$ cat config.mk
export PLATFORM = sky130hd
export DESIGN_NAME = pixel_position_tagger
export DESIGN_NICKNAME = d
export VERILOG_FILES = /design/src/rtl/pixel_tag_pkg.sv /design/src/rtl/skid_buffer_2e.sv /design/src/rtl/pixel_position_tagger.sv
export SDC_FILE = /design/constraint.sdc
export NUM_CORES = 1
export LEC_CHECK = 0
export BUFFER_PORTS_ARGS = -buffer_cell sky130_fd_sc_hd__buf_2
export CORE_MARGIN = 1
export CORE_UTILIZATION = 46
export CTS_CLUSTER_DIAMETER = 200
export DETAILED_ROUTE_END_ITERATION = 16
export PLACE_DENSITY = 0.78
export SLEW_MARGIN = 15
export SYNTH_ARGS = -nofsm -noshare
export SYNTH_HDL_FRONTEND = slang
export SYNTH_SLANG_ARGS = --single-unit
$ cat constraint.sdc
create_clock -name clk_i -period 2.9 [get_ports clk_i]
set_input_delay 0.29 -clock clk_i [delete_from_list [all_inputs] [get_ports clk_i]]
set_output_delay 0.29 -clock clk_i [all_outputs]
set_load 0.05 [all_outputs]
$ cat src/rtl/pixel_tag_pkg.sv
// Shared beat type and tag helper for the pixel position tagger.
// beat_t widths come from the package localparams below.
package pixel_tag_pkg;

    localparam int PIX_W   = 8;
    localparam int COORD_W = 10;

    typedef struct packed {
        logic [PIX_W-1:0]   data;
        logic [COORD_W-1:0] x;
        logic [COORD_W-1:0] y;
        logic               sof;
        logic               eol;
        logic               eof;
    } beat_t;

    // Builds one tagged beat from the current counter position and the
    // limits that are in force for the frame being streamed.
    function automatic beat_t tag_beat(
        input logic [PIX_W-1:0]   data,
        input logic [COORD_W-1:0] x,
        input logic [COORD_W-1:0] y,
        input logic [COORD_W-1:0] max_x,
        input logic [COORD_W-1:0] max_y
    );
        beat_t b;
        b.data = data;
        b.x    = x;
        b.y    = y;
        b.sof  = (x == '0) && (y == '0);
        b.eol  = (x == max_x);
        b.eof  = (x == max_x) && (y == max_y);
        return b;
    endfunction

endpackage

$ cat src/rtl/skid_buffer_2e.sv
// Two-entry ready/valid skid buffer for beat_t: a main register facing
// downstream and a skid register that absorbs the beat arriving during a stall.
module skid_buffer_2e
    import pixel_tag_pkg::*;
(
    input  logic  clk,
    input  logic  rst,
    input  logic  up_valid,
    input  beat_t up_beat,
    output logic  up_ready,
    output logic  dn_valid,
    output beat_t dn_beat,
    input  logic  dn_ready
);

    logic  main_full_r;
    logic  skid_full_r;
    beat_t main_r;
    beat_t skid_r;
    logic  up_fire;
    logic  dn_fire;

    // Ready is forced low while reset is held so nothing is accepted then.
    assign up_ready = ~skid_full_r & ~rst;
    assign up_fire  = up_valid & up_ready;
    assign dn_fire  = main_full_r & dn_ready;

    always_ff @(posedge clk or posedge rst) begin
        if (rst) begin
            main_full_r <= 1'b0;
            skid_full_r <= 1'b0;
            main_r      <= '0;
            skid_r      <= '0;
        end else if (dn_fire) begin
            if (skid_full_r) begin
                main_r      <= skid_r;
                skid_full_r <= 1'b0;
            end else if (up_fire) begin
                main_r <= up_beat;
            end else begin
                main_full_r <= 1'b0;
            end
        end else if (up_fire) begin
            if (main_full_r) begin
                skid_r      <= up_beat;
                skid_full_r <= 1'b1;
            end else begin
                main_r      <= up_beat;
                main_full_r <= 1'b1;
            end
        end
    end

    assign dn_valid = main_full_r;
    assign dn_beat  = main_r;

endmodule

$ cat src/rtl/pixel_position_tagger.sv
// Tags a raster pixel stream with column/row and frame-boundary flags,
// with limits latched per frame and a two-entry skid buffer on the output.
module pixel_position_tagger
    import pixel_tag_pkg::*;
#(
    parameter int width_p       = PIX_W,
    parameter int coord_width_p = COORD_W
) (
    input  logic                     clk_i,
    input  logic                     reset_i,
    input  logic [coord_width_p-1:0] max_x_i,
    input  logic [coord_width_p-1:0] max_y_i,
    input  logic                     valid_i,
    input  logic [width_p-1:0]       data_i,
    output logic                     ready_o,
    output logic                     valid_o,
    output logic [width_p-1:0]       data_o,
    output logic [coord_width_p-1:0] x_o,
    output logic [coord_width_p-1:0] y_o,
    output logic                     sof_o,
    output logic                     eol_o,
    output logic                     eof_o,
    input  logic                     ready_i,
    output logic                     frame_done_o
);

    logic [coord_width_p-1:0] x_r;
    logic [coord_width_p-1:0] y_r;
    logic [coord_width_p-1:0] shadow_x_r;
    logic [coord_width_p-1:0] shadow_y_r;
    logic [coord_width_p-1:0] eff_max_x;
    logic [coord_width_p-1:0] eff_max_y;
    logic                     frame_active_r;
    logic                     accept;
    beat_t                    in_beat;
    beat_t                    out_beat;

    // Between frames the live limits apply directly; once a frame starts the
    // shadow copy freezes so mid-frame changes only affect the next frame.
    assign eff_max_x = frame_active_r ? shadow_x_r : max_x_i;
    assign eff_max_y = frame_active_r ? shadow_y_r : max_y_i;
    assign in_beat   = tag_beat(data_i, x_r, y_r, eff_max_x, eff_max_y);
    assign accept    = valid_i & ready_o;

    always_ff @(posedge clk_i or posedge reset_i) begin
        if (reset_i) begin
            x_r <= '0;
            y_r <= '0;
        end else if (accept) begin
            if (in_beat.eol) begin
                x_r <= '0;
                y_r <= (y_r == eff_max_y) ? '0 : y_r + 1'b1;
            end else begin
                x_r <= x_r + 1'b1;
            end
        end
    end

    always_ff @(posedge clk_i or posedge reset_i) begin
        if (reset_i) begin
            frame_active_r <= 1'b0;
            shadow_x_r     <= '0;
            shadow_y_r     <= '0;
        end else begin
            if (!frame_active_r) begin
                shadow_x_r <= max_x_i;
                shadow_y_r <= max_y_i;
            end
            if (accept) begin
                frame_active_r <= ~in_beat.eof;
            end
        end
    end

    skid_buffer_2e u_skid (
        .clk      (clk_i),
        .rst      (reset_i),
        .up_valid (valid_i),
        .up_beat  (in_beat),
        .up_ready (ready_o),
        .dn_valid (valid_o),
        .dn_beat  (out_beat),
        .dn_ready (ready_i)
    );

    assign data_o       = out_beat.data;
    assign x_o          = out_beat.x;
    assign y_o          = out_beat.y;
    assign sof_o        = out_beat.sof;
    assign eol_o        = out_beat.eol;
    assign eof_o        = out_beat.eof;
    assign frame_done_o = valid_o & ready_i & out_beat.eof;

endmodule

# After elaboration in Yosys (flattened, before gate mapping)
# Index checks and enable logic that the tools add are counted.
# Widths: inputs -> output; s select.
# word_totals
regBits	105
# classes
eq_ne	5
n_mux	16
bitwise	8
reduce_logical	12
add_sub_neg	2
# op_table
cell	n
$mux 31	5
$mux 10	4
$add 10x1->10 const B	2
$eq 10x10->1	2
$logic_not 10->1	2
$reduce_and 3->1	3
$mux 1	7
$ne 2x2->1 const B	3
$reduce_bool 2->1	3
$and 1x1->1	4
$not 1->1	4
$reduce_and 2->1	2
$logic_and 1x1->1	2

# Longest topological paths before layout
# Gate-level depths: netlist of run 1.
# logic_depth
ltp_word	6
depth_mapped	8

# By module
# A second synthesis of run 1 with hierarchy kept.
# unflattened
hier_cells	382
area_unflattened_um2	5197.5
# by_module_without_submodules
mod	area_each_um2	seq_area_each_um2	cells_per_inst	n_inst
skid_buffer_2e	2949.1	1601.5	182	1
pixel_position_tagger	2248.4	1026.0	200	1

# Worst setup path after synthesis of run 1
# No wires, ideal clock.
# synth_path
kind	reg-to-reg
start	register frame_active_r
end	register frame_active_r
arrival_ns	2.146
setup_time_ns	0.125
synth_period_minus_slack_ns	2.271
path_buffers	2
required_ns	2.775
stages_incl_launch_ff	9
setup_slack_ns	0.629
cell_sequence	dfrtp_1 > buf_6 > buf_8 > mux2_4 > xnor2_1 > nor4_2 > nand3_2 > or2_1 > mux2_4
# synth_via
elab_chain_cells	4
word_cells_on_any_way	6
cone_classes	2 x eq/ne; 2 x mux; 1 x bitwise; 1 x reduce/logical
# synth_rtl
element	line_no	source
start: declaration	pixel_position_tagger.sv:33	logic frame_active_r;
start signal: assignment	pixel_position_tagger.sv:70	frame_active_r <= ~in_beat.eof;
$mux 10	--	
net eff_max_y[1]	pixel_position_tagger.sv:32	logic [coord_width_p-1:0] eff_max_y;
$eq 10x10->1	pixel_tag_pkg.sv:32	b.eof = (x == max_x) && (y == max_y);
$logic_and 1x1->1	pixel_tag_pkg.sv:32	
$not 1->1	pixel_position_tagger.sv:70	
# The timed path passes the listed nets, and every way through them passes these cells.
# A chain may end at the register's enable or synchronous reset.

# Worst setup path after layout of run 1
# layout_path
start	register frame_active_r
end	register frame_active_r
# layout_via
elab_chain_cells	4
word_cells_on_any_way	6
cone_classes	2 x eq/ne; 2 x mux; 1 x bitwise; 1 x reduce/logical
# layout_rtl
element	line_no	source
$mux 10	--	
net eff_max_x[0]	pixel_position_tagger.sv:31	logic [coord_width_p-1:0] eff_max_x;
$eq 10x10->1	pixel_tag_pkg.sv:32	
$logic_and 1x1->1	pixel_tag_pkg.sv:32	
$not 1->1	pixel_position_tagger.sv:70	
# The timed path passes the listed nets, and every way through them passes these cells.

==> key figures, run 1 <==
Yosys
  – Leading area contributor after synthesis: sky130_fd_sc_hd__dfrtp_1
  – Mux contribution to synthesized area: 0.1055
  – Top post-synthesis cells by area: sky130_fd_sc_hd__dfrtp_1 (54%), sky130_fd_sc_hd__mux2_2 (7.9%), sky130_fd_sc_hd__nand2_1 (5.5%)
  – Post-synthesis instance area: 0.004837 mm^2
  – Number of enable flip-flop cells after synthesis: 0
  – Dominant combinational cell family by area after synthesis: simple AND/OR/NAND/NOR gates
  – Synthesized-area fraction occupied by ao, oa, aoi and oai cells: 0.09674
  – Count leader, synth: sky130_fd_sc_hd__dfrtp_1
  – Number of register bits inferred by synthesis: 105
  – Share of synthesized area occupied by flip-flops and latches: 0.5432
  – Mean post-synth cell area: 10.52 um^2
  – Adder-cell share of the synthesized area: 0.01035
  – Simple-Gate Fraction of Synth Area: 0.1653
  – Yosys top cell area share: 0.5432
  – Xor and xnor area share after synthesis: 0.04346
  – Net count after synthesis: 496
  – Number of standard cells after synthesis: 460
  – Top cells by instance count after synthesis: sky130_fd_sc_hd__dfrtp_1 (105), sky130_fd_sc_hd__nand2_1 (71), sky130_fd_sc_hd__nor2_1 (48), sky130_fd_sc_hd__mux2_2 (34), sky130_fd_sc_hd__a31oi_1 (26)
  – Synth Flop Type: sky130_fd_sc_hd__dfrtp_1
  – Cell variety after synth: 44
  – Post-synthesis async set-or-reset flop share: 1.000
  – Count of warnings emitted by yosys: 0

Finish
  – Diodes inserted: 0
  – Non-Filler Cell Area, Final: 0.005472 mm^2
  – Finished Layout Cells: 656
  – Layout-stage area growth over the synthesis result: 13.11%
  – Fill cell instance count of the final layout: 934
  – Number of nets in the finished design: 551
  – Layout cell share with drive strength beyond 1: 0.2692

Detailed routing
  – Total wirelength of the detailed-routed design: 10,230 um
  – Drt first pass iters: 4
  – Detailed router's first-iteration violation count: 256
  – Via density per instance: 5.386
  – Mean routed wirelength per cell: 15.60 um
  – DRC violation count after routing: 0
  – Via count: 3,533
  – Number of nets with antenna violations after routing: 0

Floorplanning
  – Starting density of the core: 0.4707
  – Die area: 0.01093 mm^2
  – Number of I/O pins: 66
  – Floorplan die height: 104.5 um
  – Horizontal die dimension: 104.5 um
  – Placeable core area: 0.01028 mm^2
  – Std cell rows: 37

STA
  – Setup violations, final: 0
  – Final worst clock skew: 0.008682 ns
  – Max_slew headroom: 0.6152
  – Total negative setup slack: 0 ns
  – Share of the clock period used by the worst path after layout: 0.8948
  – Final worst path period need: 2.595 ns
  – Hold_ws: 0.05619 ns
  – Hold Violations, Final: 0
  – Transition at the pin with the smallest max-transition slack: 0.5773 ns
  – Unrepaired setup endpoints after global routing: false
  – Fin. max-slew vios: 0
  – Max Fclk: 385.4 MHz

Critical path
  – Slowest cell delay on critical path: 0.43 ns
  – Critical Path End Type: flip-flop
  – Largest driver fanout on the critical path: 21
  – Crit path buffers/inverters: 1
  – Kind of cell adding the most delay to the critical path: simple AND/OR/NAND/NOR gates
  – Cell with the largest stage delay on the worst path: sky130_fd_sc_hd__nor4_2
  – R2r worst-path depth: 7
  – Capture instance of the worst register-to-register path: frame_active_r
  – Worst path cell trace: buf_4 -> mux2_2 -> xnor2_1 -> nor4_2 -> nand3_2 -> or2_1 -> mux2_4
  – Startpoint class of the critical path: flip-flop
  – Arrival time of the worst setup path: 2.86 ns
  – Launch instance of the worst register-to-register path: frame_active_r
  – Critical path required time: 3.16 ns
  – Register-to-Register Setup Slack: 0.31 ns
  – CP Class: flip-flop to flip-flop

CTS
  – Number of H-tree levels: 3
  – CTS sink cnt: 105
  – Number of buffers added by the clock tree synthesis step: 9
  – Number of buffers inserted by post-CTS setup repair: 0
  – Clock slew at reported path FFs: 0.10 ns
  – CTS root buf: sky130_fd_sc_hd__clkbuf_8
  – TritonCTS clock tree: built
  – Clock latency of the later-clocked register in the worst-skew pair: 0.37 ns
  – Hold-fix buffers at CTS: 0
  – Number of gates given a new drive strength after cts: 0
  – Clock buffer depth: 2

Outcome
  – Status: finished clean

Power
  – Power Dens Cells: 963.9 mW/mm^2
  – Maximum VDD drop: 0.4435 mV
  – Leak Pwr: 2.494 nW

Place
  – Post-placement cell area: 0.005299 mm^2
  – Buffers on Ports: 65
  – DP Wirelength: 7101 um
  – Count of placed standard cells including taps: 640
  – RD Place Congestion: 0.8596

Global route
  – Overall routing resource usage: 0.1987
  – GRT overflow: 0
  – Wire length of the first global-routing pass: 17,170 um
  – Antenna violations before repair: 0
  – Number of global-route vias before repair: 3,491
  – Pin count of the biggest net entering global routing: 106

Worst hold path
  – Hold crit path type: input pin to async pin

Flow run
  – Max cap viols: 0
==> how the worst max path moves through the flow <==
stage,start,end,slack [ns],cells past startpoint
3_5_place_dp,frame_active_r,frame_active_r,0.30,7
6_report,frame_active_r,frame_active_r,0.31,7
5_1_grt,frame_active_r,frame_active_r,0.14,7
2_1_floorplan,frame_active_r,frame_active_r,0.63,8
4_1_cts,frame_active_r,frame_active_r,0.29,7
3_3_place_gp,frame_active_r,frame_active_r,0.42,7
==> state kept, by name, indices dropped and copies added, names as in the netlist <==
name	cells
u_skid.dn_valid	1
u_skid.skid_r	31
frame_active_r	1
u_skid.dn_beat	31
x_r	10
y_r	10
u_skid.skid_full_r	1
shadow_x_r	10
shadow_y_r	10
==> cells in the final DEF, fill, tap and decap left out, types with 5 or more instances in the layout <==
master	count
sky130_fd_sc_hd__mux2_2	34
sky130_fd_sc_hd__nor2_1	47
sky130_fd_sc_hd__buf_4	6
sky130_fd_sc_hd__a21oi_1	16
sky130_fd_sc_hd__dfrtp_1	105
sky130_fd_sc_hd__clkbuf_8	9
sky130_fd_sc_hd__nand2_1	71
sky130_fd_sc_hd__nand4_1	5
sky130_fd_sc_hd__a31oi_1	26
sky130_fd_sc_hd__buf_2	65
sky130_fd_sc_hd__nand3_1	11
sky130_fd_sc_hd__inv_1	10
sky130_fd_sc_hd__and3_1	7
sky130_fd_sc_hd__o21ai_0	16
sky130_fd_sc_hd__mux2_4	7
sky130_fd_sc_hd__xnor2_1	9
sky130_fd_sc_hd__xor2_1	15
==> logic make-up (layout without fill, tap and decap cells) <==
| group | count (synthesis) | in the layout |
|---|---|---|
| simple gates | 168 | 168 |
| flops | 105 | 105 |
| compound gates | 76 | 76 |
| mux | 43 | 43 |
| buf+inv | 40 | 100 |
| xor+xnor | 24 | 24 |
| fa+ha+maj | 4 | 4 |
==> report_power, final <==
part	total [mW]	switching (mW)	internal, mW
clock network	0.821	0.507	0.314
registers	2.26	0.298	1.97
logic	2.19	1.47	0.715
==> final cells by class <==
type                            count  area (um^2)  area share
Inverter                           11        45.04    0.008232
Clock buffer                       10        127.6     0.02332
Sequential cell                   105         2628      0.4802
Clock inverter                      6        45.04    0.008232
Timing Repair Buffer               73        410.4     0.07501
Tap cell                          136        170.2     0.03110
Multi-Input combinational cell    315         2046      0.3739
==> worst min-delay path: stages <==
cell and delay, ns:
sky130_fd_sc_hd__buf_2 0.13, sky130_fd_sc_hd__clkinvlp_4 0.08, sky130_fd_sc_hd__buf_12 0.38
==> metal layers <==
metal,part of all wire,vias up,track usage
met3,0.053,19,0.04055
met4,0.021,0,0.08163
met1,0.46,1717,0.2704
li1,-,1689,-
met5,0,-,0
met2,0.47,108,0.3103
==> stage by stage <==
stage / setup WS [ns] / power (mW) / util
6_report: 0.3051 / 5.274 / 0.5324
5_1_grt: 0.1446 / 5.597 / 0.5324
4_1_cts: 0.2857 / 5.302 / 0.5324
3_5_place_dp: 0.3037 / 4.498 / 0.5156
3_3_place_gp: 0.4198 / 4.409 / 0.5156
2_1_floorplan: 0.6290 / 3.949 / -
Power figures use the tool's default switching activity.
==> run 2, diff against run 1 <==
- PLACE_DENSITY: 0.78 -> 0.77
- SYNTH_HIERARCHICAL: not set -> 1
==> key figures, run 2 <==
Power
  – Power Dens Cells: 932.6 mW/mm^2 (-3.2%)
  – Sw frac: 0.3746 (-0.05757)
  – Combinational cell fraction of total power: 0.389 (-0.026)
  – Internal portion of total power: 3.444 mW (+15%)
  – Portion of total power attributed to sequential cells: 0.399 (-0.030)
  – Clock power frac: 0.212 (+0.056)
  – Total power: 5.508 mW (+4.4%)
  – Net switching component of the power: 2.063 mW (-9.5%)
  – Leak Pwr: 2.717 nW (+8.9%)
  – Maximum VDD drop: 0.5613 mV (+27%)

Floorplanning
  – Starting density of the core: 0.4753 (+0.004626)
  – Floorplan die height: 108.3 um (+3.6%)
  – Placeable core area: 0.01094 mm^2 (+6.4%)
  – Die area: 0.01173 mm^2 (+7.3%)
  – Number of I/O pins: 66 (unchanged)
  – Std cell rows: 38 (+2.7%)
  – Horizontal die dimension: 108.3 um (+3.6%)

STA
  – Unrepaired setup endpoints after global routing: false
  – Setup violations, final: 0 (unchanged)
  – Max_slew headroom: 0.6295 (+0.01438)
  – Hold_ws: 0.03002 ns (-0.02617 ns)
  – Total negative setup slack: 0 ns (unchanged)
  – Share of the clock period used by the worst path after layout: 0.8640 (-0.03083)
  – Transition at the pin with the smallest max-transition slack: 0.5557 ns (-0.02157 ns)
  – Final worst clock skew: 0.007499 ns (-0.001183 ns)
  – Hold Violations, Final: 0 (unchanged)
  – Final worst path period need: 2.505 ns (-0.08940 ns)
  – Fin. max-slew vios: 0 (unchanged)
  – Max Fclk: 399.1 MHz (+3.6%)

Yosys
  – Mean post-synth cell area: 13.61 um^2 (+29%)
  – Top post-synthesis cells by area: sky130_fd_sc_hd__dfrtp_1 (51%), sky130_fd_sc_hd__mux2_2 (17%), sky130_fd_sc_hd__mux2_4 (9.8%)
  – Net count after synthesis: 419 (-16%)
  – Share of synthesized area occupied by flip-flops and latches: 0.5055 (-0.03766)
  – Number of enable flip-flop cells after synthesis: 0 (unchanged)
  – Number of standard cells after synthesis: 382 (-17%)
  – Post-synthesis async set-or-reset flop share: 1.000 (unchanged)
  – Post-synthesis instance area: 0.005197 mm^2 (+7.4%)
  – Number of register bits inferred by synthesis: 105 (unchanged)
  – Leading area contributor after synthesis: sky130_fd_sc_hd__dfrtp_1
  – Count leader, synth: sky130_fd_sc_hd__dfrtp_1
  – Cell variety after synth: 45 (+2.3%)
  – Synth Flop Type: sky130_fd_sc_hd__dfrtp_1
  – Count of warnings emitted by yosys: 6 (+6)
  – Top cells by instance count after synthesis: sky130_fd_sc_hd__dfrtp_1 (105), sky130_fd_sc_hd__mux2_2 (79), sky130_fd_sc_hd__mux2_4 (34), sky130_fd_sc_hd__xor2_1 (19)
  – Yosys top cell area share: 0.5055 (-0.03766)

Finish
  – Layout-stage area growth over the synthesis result: 13.63%
  – Leading cell type in the layout, fill and taps excluded: sky130_fd_sc_hd__dfrtp_1
  – Diodes inserted: 0 (unchanged)
  – Utilization after layout: 0.5400 (+0.007662)
  – Number of nets in the finished design: 483 (-12%)
  – Commonest non-fill, non-tap cells in the layout: sky130_fd_sc_hd__dfrtp_1 (105), sky130_fd_sc_hd__mux2_2 (79), sky130_fd_sc_hd__buf_2 (65), sky130_fd_sc_hd__mux2_4 (34), sky130_fd_sc_hd__xor2_1 (19)
  – Layout cell share with drive strength beyond 1: 0.4856 (+0.2164)

CTS
  – CTS root buf: sky130_fd_sc_hd__clkbuf_16
  – Clock buffer depth: 2 (unchanged)
  – Number of buffers added by the clock tree synthesis step: 9 (unchanged)
  – CTS sink cnt: 105 (unchanged)
  – Number of H-tree levels: 3 (unchanged)
  – Number of gates given a new drive strength after cts: 0 (unchanged)
  – Number of buffers inserted by post-CTS setup repair: 0 (unchanged)
  – Clock slew at reported path FFs: 0.07 ns (-0.03 ns)
  – Hold-fix buffers at CTS: 0 (unchanged)
  – Clock latency of the later-clocked register in the worst-skew pair: 0.34 ns (-0.03 ns)
  – TritonCTS clock tree: built

Place
  – Buffers on Ports: 65 (unchanged)
  – DP Wirelength: 7098 um (about the same)
  – RD Place Congestion: 0.8079 (-6.0%)

Global route
  – Antenna violations before repair: 0 (unchanged)
  – Wire length of the first global-routing pass: 16,950 um (-1.2%)
  – Pin count of the biggest net entering global routing: 42 (-60%)
  – Overall routing resource usage: 0.1877 (-0.01098)
  – GRT overflow: 0 (unchanged)
  – Number of global-route vias before repair: 3,421 (-2.0%)

Critical path
  – Origin of the worst setup path: frame_active_r
  – Register-to-Register Setup Slack: 0.39 ns (+0.09 ns)
  – Arrival time of the worst setup path: 2.79 ns (-0.07 ns)
  – Launch instance of the worst register-to-register path: frame_active_r
  – R2r worst-path depth: 8 (+1)
  – Critical path required time: 3.18 ns (+0.02 ns)
  – CP Class: flip-flop to flip-flop
  – Largest driver fanout on the critical path: 20 (-4.8%)
  – Startpoint class of the critical path: flip-flop
  – Critical Path End Type: flip-flop
  – Capture instance of the worst register-to-register path: u_skid/dn_beat[0]

Detailed routing
  – Drt first pass iters: 4 (unchanged)
  – Via count: 3,219 (-8.9%)
  – DRC violation count after routing: 0 (unchanged)
  – Mean routed wirelength per cell: 17.18 um (+10%)
  – Detailed router's first-iteration violation count: 103 (-60%)
  – Via density per instance: 5.447 (+1.1%)
  – Total wirelength of the detailed-routed design: 10,160 um (-0.74%)
  – Number of nets with antenna violations after routing: 0 (unchanged)

Worst hold path
  – Hold crit path type: input pin to async pin

Outcome
  – Status: finished clean

Flow run
  – Max cap viols: 0 (unchanged)
-- run 2: changes by cell type after synthesis, moves of 5 or more --
cell / delta
sky130_fd_sc_hd__nand2_1: -60
sky130_fd_sc_hd__mux2_2: +45
sky130_fd_sc_hd__nor2_1: -37
sky130_fd_sc_hd__mux2_4: +27
sky130_fd_sc_hd__a31oi_1: -24
sky130_fd_sc_hd__clkbuf_1: -16
sky130_fd_sc_hd__a21oi_1: -14
sky130_fd_sc_hd__o21ai_0: -8
sky130_fd_sc_hd__a22oi_1: +5
sky130_fd_sc_hd__o31ai_2: +5
-- run 2: final cells by class --
type	count	area [um^2]
well taps	140	175.2
flip-flops and latches	105	2628
repair buffers	71	395.4
clock buffers	9	225.2
multi-input cells	248	2384
fillers	941	5030
inverters	11	41.29
clock inverters	7	57.56
-- run 2: cell families (layout without fill, tap and decap cells) --
family / count (synthesis) / in the layout / synth area share
mux: 114 / 114 / 0.2713
flops: 105 / 105 / 0.5055
compound gates: 32 / 32 / 0.04454
fa+ha+maj: 5 / 5 / 0.01204
buf+inv: 29 / 98 / 0.03611
xor+xnor: 25 / 25 / 0.04357
simple gates: 72 / 72 / 0.08691
-- run 2: metrics by stage --
stage,setup WS (ns),instances,instance area (um^2)
2_1_floorplan,0.5918,382,5197
3_3_place_gp,0.5013,575,5623
3_5_place_dp,0.4198,575,5623
4_1_cts,0.3905,591,5906
5_1_grt,0.2210,591,5906
6_report,0.3945,591,5906
-- run 2: per-layer routing --
metal	part of all wire	track usage	up-vias
met5	0	0	-
met4	0.013	0.05019	0
met3	0.042	0.04400	14
met2	0.51	0.3212	80
met1	0.43	0.2385	1634
li1	-	-	1491
-- run 2: how the worst max path moves through the flow --
stage | depth (start not counted) | endpoint | slack [ns]
after floorplan | 7 | y_r[8] | 0.59
after global placement | 8 | u_skid/dn_beat[0] | 0.50
after detailed placement | 8 | u_skid/dn_beat[0] | 0.42
after CTS | 8 | u_skid/dn_beat[0] | 0.39
after global routing | 8 | u_skid/dn_beat[0] | 0.22
final | 8 | u_skid/dn_beat[0] | 0.39
-- run 2: power by group through the flow --
stage / clock [mW] / sequential (mW) / combinational, mW
2_1_floorplan: 0 / 2.62 / 1.32
3_3_place_gp: 0 / 2.20 / 2.08
3_5_place_dp: 0 / 2.23 / 2.15
4_1_cts: 1.19 / 2.20 / 2.17
5_1_grt: 1.26 / 2.26 / 2.29
6_report: 1.17 / 2.20 / 2.14
-- run 2: worst max-delay path, cell delays in order, from the launching register on --
cell                      delay, ns
sky130_fd_sc_hd__dfrtp_1       0.35
sky130_fd_sc_hd__buf_4         0.29
sky130_fd_sc_hd__mux2_2        0.40
sky130_fd_sc_hd__xor2_1        0.15
sky130_fd_sc_hd__nor4_2        0.44
sky130_fd_sc_hd__nand3_2       0.29
sky130_fd_sc_hd__nor2_1        0.22
sky130_fd_sc_hd__mux2_2        0.17
sky130_fd_sc_hd__mux2_2        0.13
==> run 3, diff against run 2 <==
- RECOVER_POWER: not set -> 100
- SETUP_SLACK_MARGIN: not set -> 0.1
==> key figures, run 3 (synthesis gave the netlist of run 2 again) <==
Flow run
  – Max cap viols: 1 (+1)

CTS
  – Hold-fix buffers at CTS: 0 (unchanged)
  – TritonCTS clock tree: built
  – Number of gates given a new drive strength after cts: 0 (unchanged)
  – Number of H-tree levels: 3 (unchanged)
  – CTS sink cnt: 105 (unchanged)
  – CTS root buf: sky130_fd_sc_hd__clkbuf_16
  – Number of buffers inserted by post-CTS setup repair: 0 (unchanged)
  – Clock latency of the later-clocked register in the worst-skew pair: 0.34 ns (about the same)
  – Clock buffer depth: 2 (unchanged)
  – Number of buffers added by the clock tree synthesis step: 9 (unchanged)
  – Clock slew at reported path FFs: 0.08 ns (about the same)

Detailed routing
  – Number of nets with antenna violations after routing: 0 (unchanged)
  – Drt first pass iters: 4 (unchanged)
  – Detailed router's first-iteration violation count: 126 (+22%)
  – Via count: 3,221 (+0.062%)
  – Mean routed wirelength per cell: 16.89 um (-1.7%)
  – DRC violation count after routing: 0 (unchanged)
  – Total wirelength of the detailed-routed design: 9982 um (-1.7%)
  – Via density per instance: 5.450 (about the same)

Outcome
  – Status: complete, but fails checks
  – Failing checks: capacitance limit, slew limit

STA
  – Max Fclk: 399.3 MHz (about the same)
  – Transition at the pin with the smallest max-transition slack: 2.238 ns (+1.682 ns)
  – Unrepaired setup endpoints after global routing: false
  – Max_slew headroom: -0.4920 (-1.122)
  – Final worst path period need: 2.504 ns (-0.001123 ns)
  – Total negative setup slack: 0 ns (unchanged)
  – Share of the clock period used by the worst path after layout: 0.8636 (about the same)
  – Fin. max-slew vios: 42 (+42)
  – Hold Violations, Final: 0 (unchanged)
  – Final worst clock skew: 0.009273 ns (+0.001773 ns)
  – Setup violations, final: 0 (unchanged)

Power
  – Leak Pwr: 2.450 nW (-9.8%)
  – Portion of total power attributed to sequential cells: 0.417 (+0.018)
  – Total power: 5.273 mW (-4.3%)
  – Net switching component of the power: 2.044 mW (-0.94%)
  – Internal portion of total power: 3.229 mW (-6.3%)
  – Combinational cell fraction of total power: 0.362 (-0.027)
  – Clock power frac: 0.222 (+0.010)
  – Sw frac: 0.3876 (+0.01301)
  – Maximum VDD drop: 0.5191 mV (-7.5%)
  – Power Dens Cells: 924.4 mW/mm^2 (-0.88%)

Global route
  – Antenna violations before repair: 0 (unchanged)
  – Overall routing resource usage: 0.1877 (unchanged)
  – Pin count of the biggest net entering global routing: 42 (unchanged)
  – GRT overflow: 0 (unchanged)
  – Number of global-route vias before repair: 3,421 (unchanged)
  – Wire length of the first global-routing pass: 16,950 um (unchanged)

Finish
  – Commonest non-fill, non-tap cells in the layout: sky130_fd_sc_hd__dfrtp_1 (105), sky130_fd_sc_hd__mux2_2 (63), sky130_fd_sc_hd__mux2_1 (49), sky130_fd_sc_hd__clkbuf_1 (36), sky130_fd_sc_hd__buf_2 (30)
  – Layout cell share with drive strength beyond 1: 0.2860 (-0.1996)
  – Diodes inserted: 0 (unchanged)
  – Fill cell instance count of the final layout: 982 (+4.4%)
  – Layout-stage area growth over the synthesis result: 9.750%
  – Number of nets in the finished design: 483 (unchanged)
  – Leading cell type in the layout, fill and taps excluded: sky130_fd_sc_hd__dfrtp_1

Floorplanning
  – Horizontal die dimension: 108.3 um (unchanged)
  – Std cell rows: 38 (unchanged)
  – Placeable core area: 0.01094 mm^2 (unchanged)
  – Floorplan die height: 108.3 um (unchanged)
  – Die area: 0.01173 mm^2 (unchanged)
  – Starting density of the core: 0.4753 (unchanged)
  – Number of I/O pins: 66 (unchanged)

Critical path
  – Arrival time of the worst setup path: 2.71 ns (-0.08 ns)
  – Startpoint class of the critical path: flip-flop
  – Critical Path End Type: flip-flop
  – Largest driver fanout on the critical path: 20 (unchanged)
  – CP Class: flip-flop to flip-flop
  – Critical path required time: 3.11 ns (-0.07 ns)

Place
  – RD Place Congestion: 0.8079 (unchanged)
  – Buffers on Ports: 65 (unchanged)
  – DP Wirelength: 7098 um (unchanged)

Worst hold path
  – Hold crit path type: input pin to flip-flop
==> run 3: path summary, 6_finish.rpt <==
path	slack, ns	depth (start not counted)	startpoint	end
max in group asynchronous	0.80	3	reset_i	y_r[1]
min in group asynchronous	0.20	2	reset_i	u_skid/skid_r[25]
worst max-delay path	0.40	7	frame_active_r	y_r[0]
worst min register to register	0.49	1	u_skid/skid_r[13]	u_skid/skid_r[13]
worst max register to register	0.40	7	frame_active_r	y_r[0]
worst min-delay path	0.18	2	data_i[0]	u_skid/skid_r[23]
==> run 3: cell type report <==
class / count / area [um^2] / area share
sequential: 105 / 2628 / 0.4606
multi-input combinational: 248 / 2247 / 0.3939
timing repair buffer: 71 / 330.3 / 0.05791
clock buffer: 9 / 225.2 / 0.03948
tap: 140 / 175.2 / 0.03071
clock inverter: 7 / 57.56 / 0.01009
inverter: 11 / 41.29 / 0.007238
==> run 3: power by group through the flow <==
stage / Sequential [mW] / Clock, mW / Combinational [mW]
after floorplan: 2.62 / 0 / 1.32
after global placement: 2.20 / 0 / 2.08
after detailed placement: 2.23 / 0 / 2.15
after CTS: 2.20 / 1.19 / 2.17
after global routing: 2.26 / 1.26 / 2.05
final: 2.20 / 1.17 / 1.91
==> run 3: critical path, cell delays in order, from the launching register on <==
cell	delay, ns
sky130_fd_sc_hd__dfrtp_1	0.35
sky130_fd_sc_hd__buf_4	0.28
sky130_fd_sc_hd__mux2_1	0.40
sky130_fd_sc_hd__xor2_1	0.19
sky130_fd_sc_hd__nor4_4	0.36
sky130_fd_sc_hd__nand3_1	0.20
sky130_fd_sc_hd__nor2_1	0.45
sky130_fd_sc_hd__mux2i_1	0.14
==> run 3: per-stage QoR <==
step / cell area (um^2) / utilization / instances / hold WS, ns / setup slack (ns)
floorplan: 5197 / - / 382 / 0.3873 / 0.5918
global placement: 5623 / 0.5142 / 575 / 0.3934 / 0.5013
detailed placement: 5623 / 0.5142 / 575 / 0.4145 / 0.4198
CTS: 5906 / 0.5400 / 591 / 0.04670 / 0.3905
global route: 5704 / 0.5216 / 591 / 0.1767 / 0.2063
finish: 5704 / 0.5216 / 591 / 0.1791 / 0.3956
==> run 3: metal layers <==
metal / GRT usage / up-vias / part of all wire
li1: - / 1497 / -
met1: 0.2385 / 1628 / 0.43
met2: 0.3212 / 83 / 0.52
met3: 0.04400 / 13 / 0.044
met4: 0.05019 / 0 / 0.012
met5: 0 / - / 0
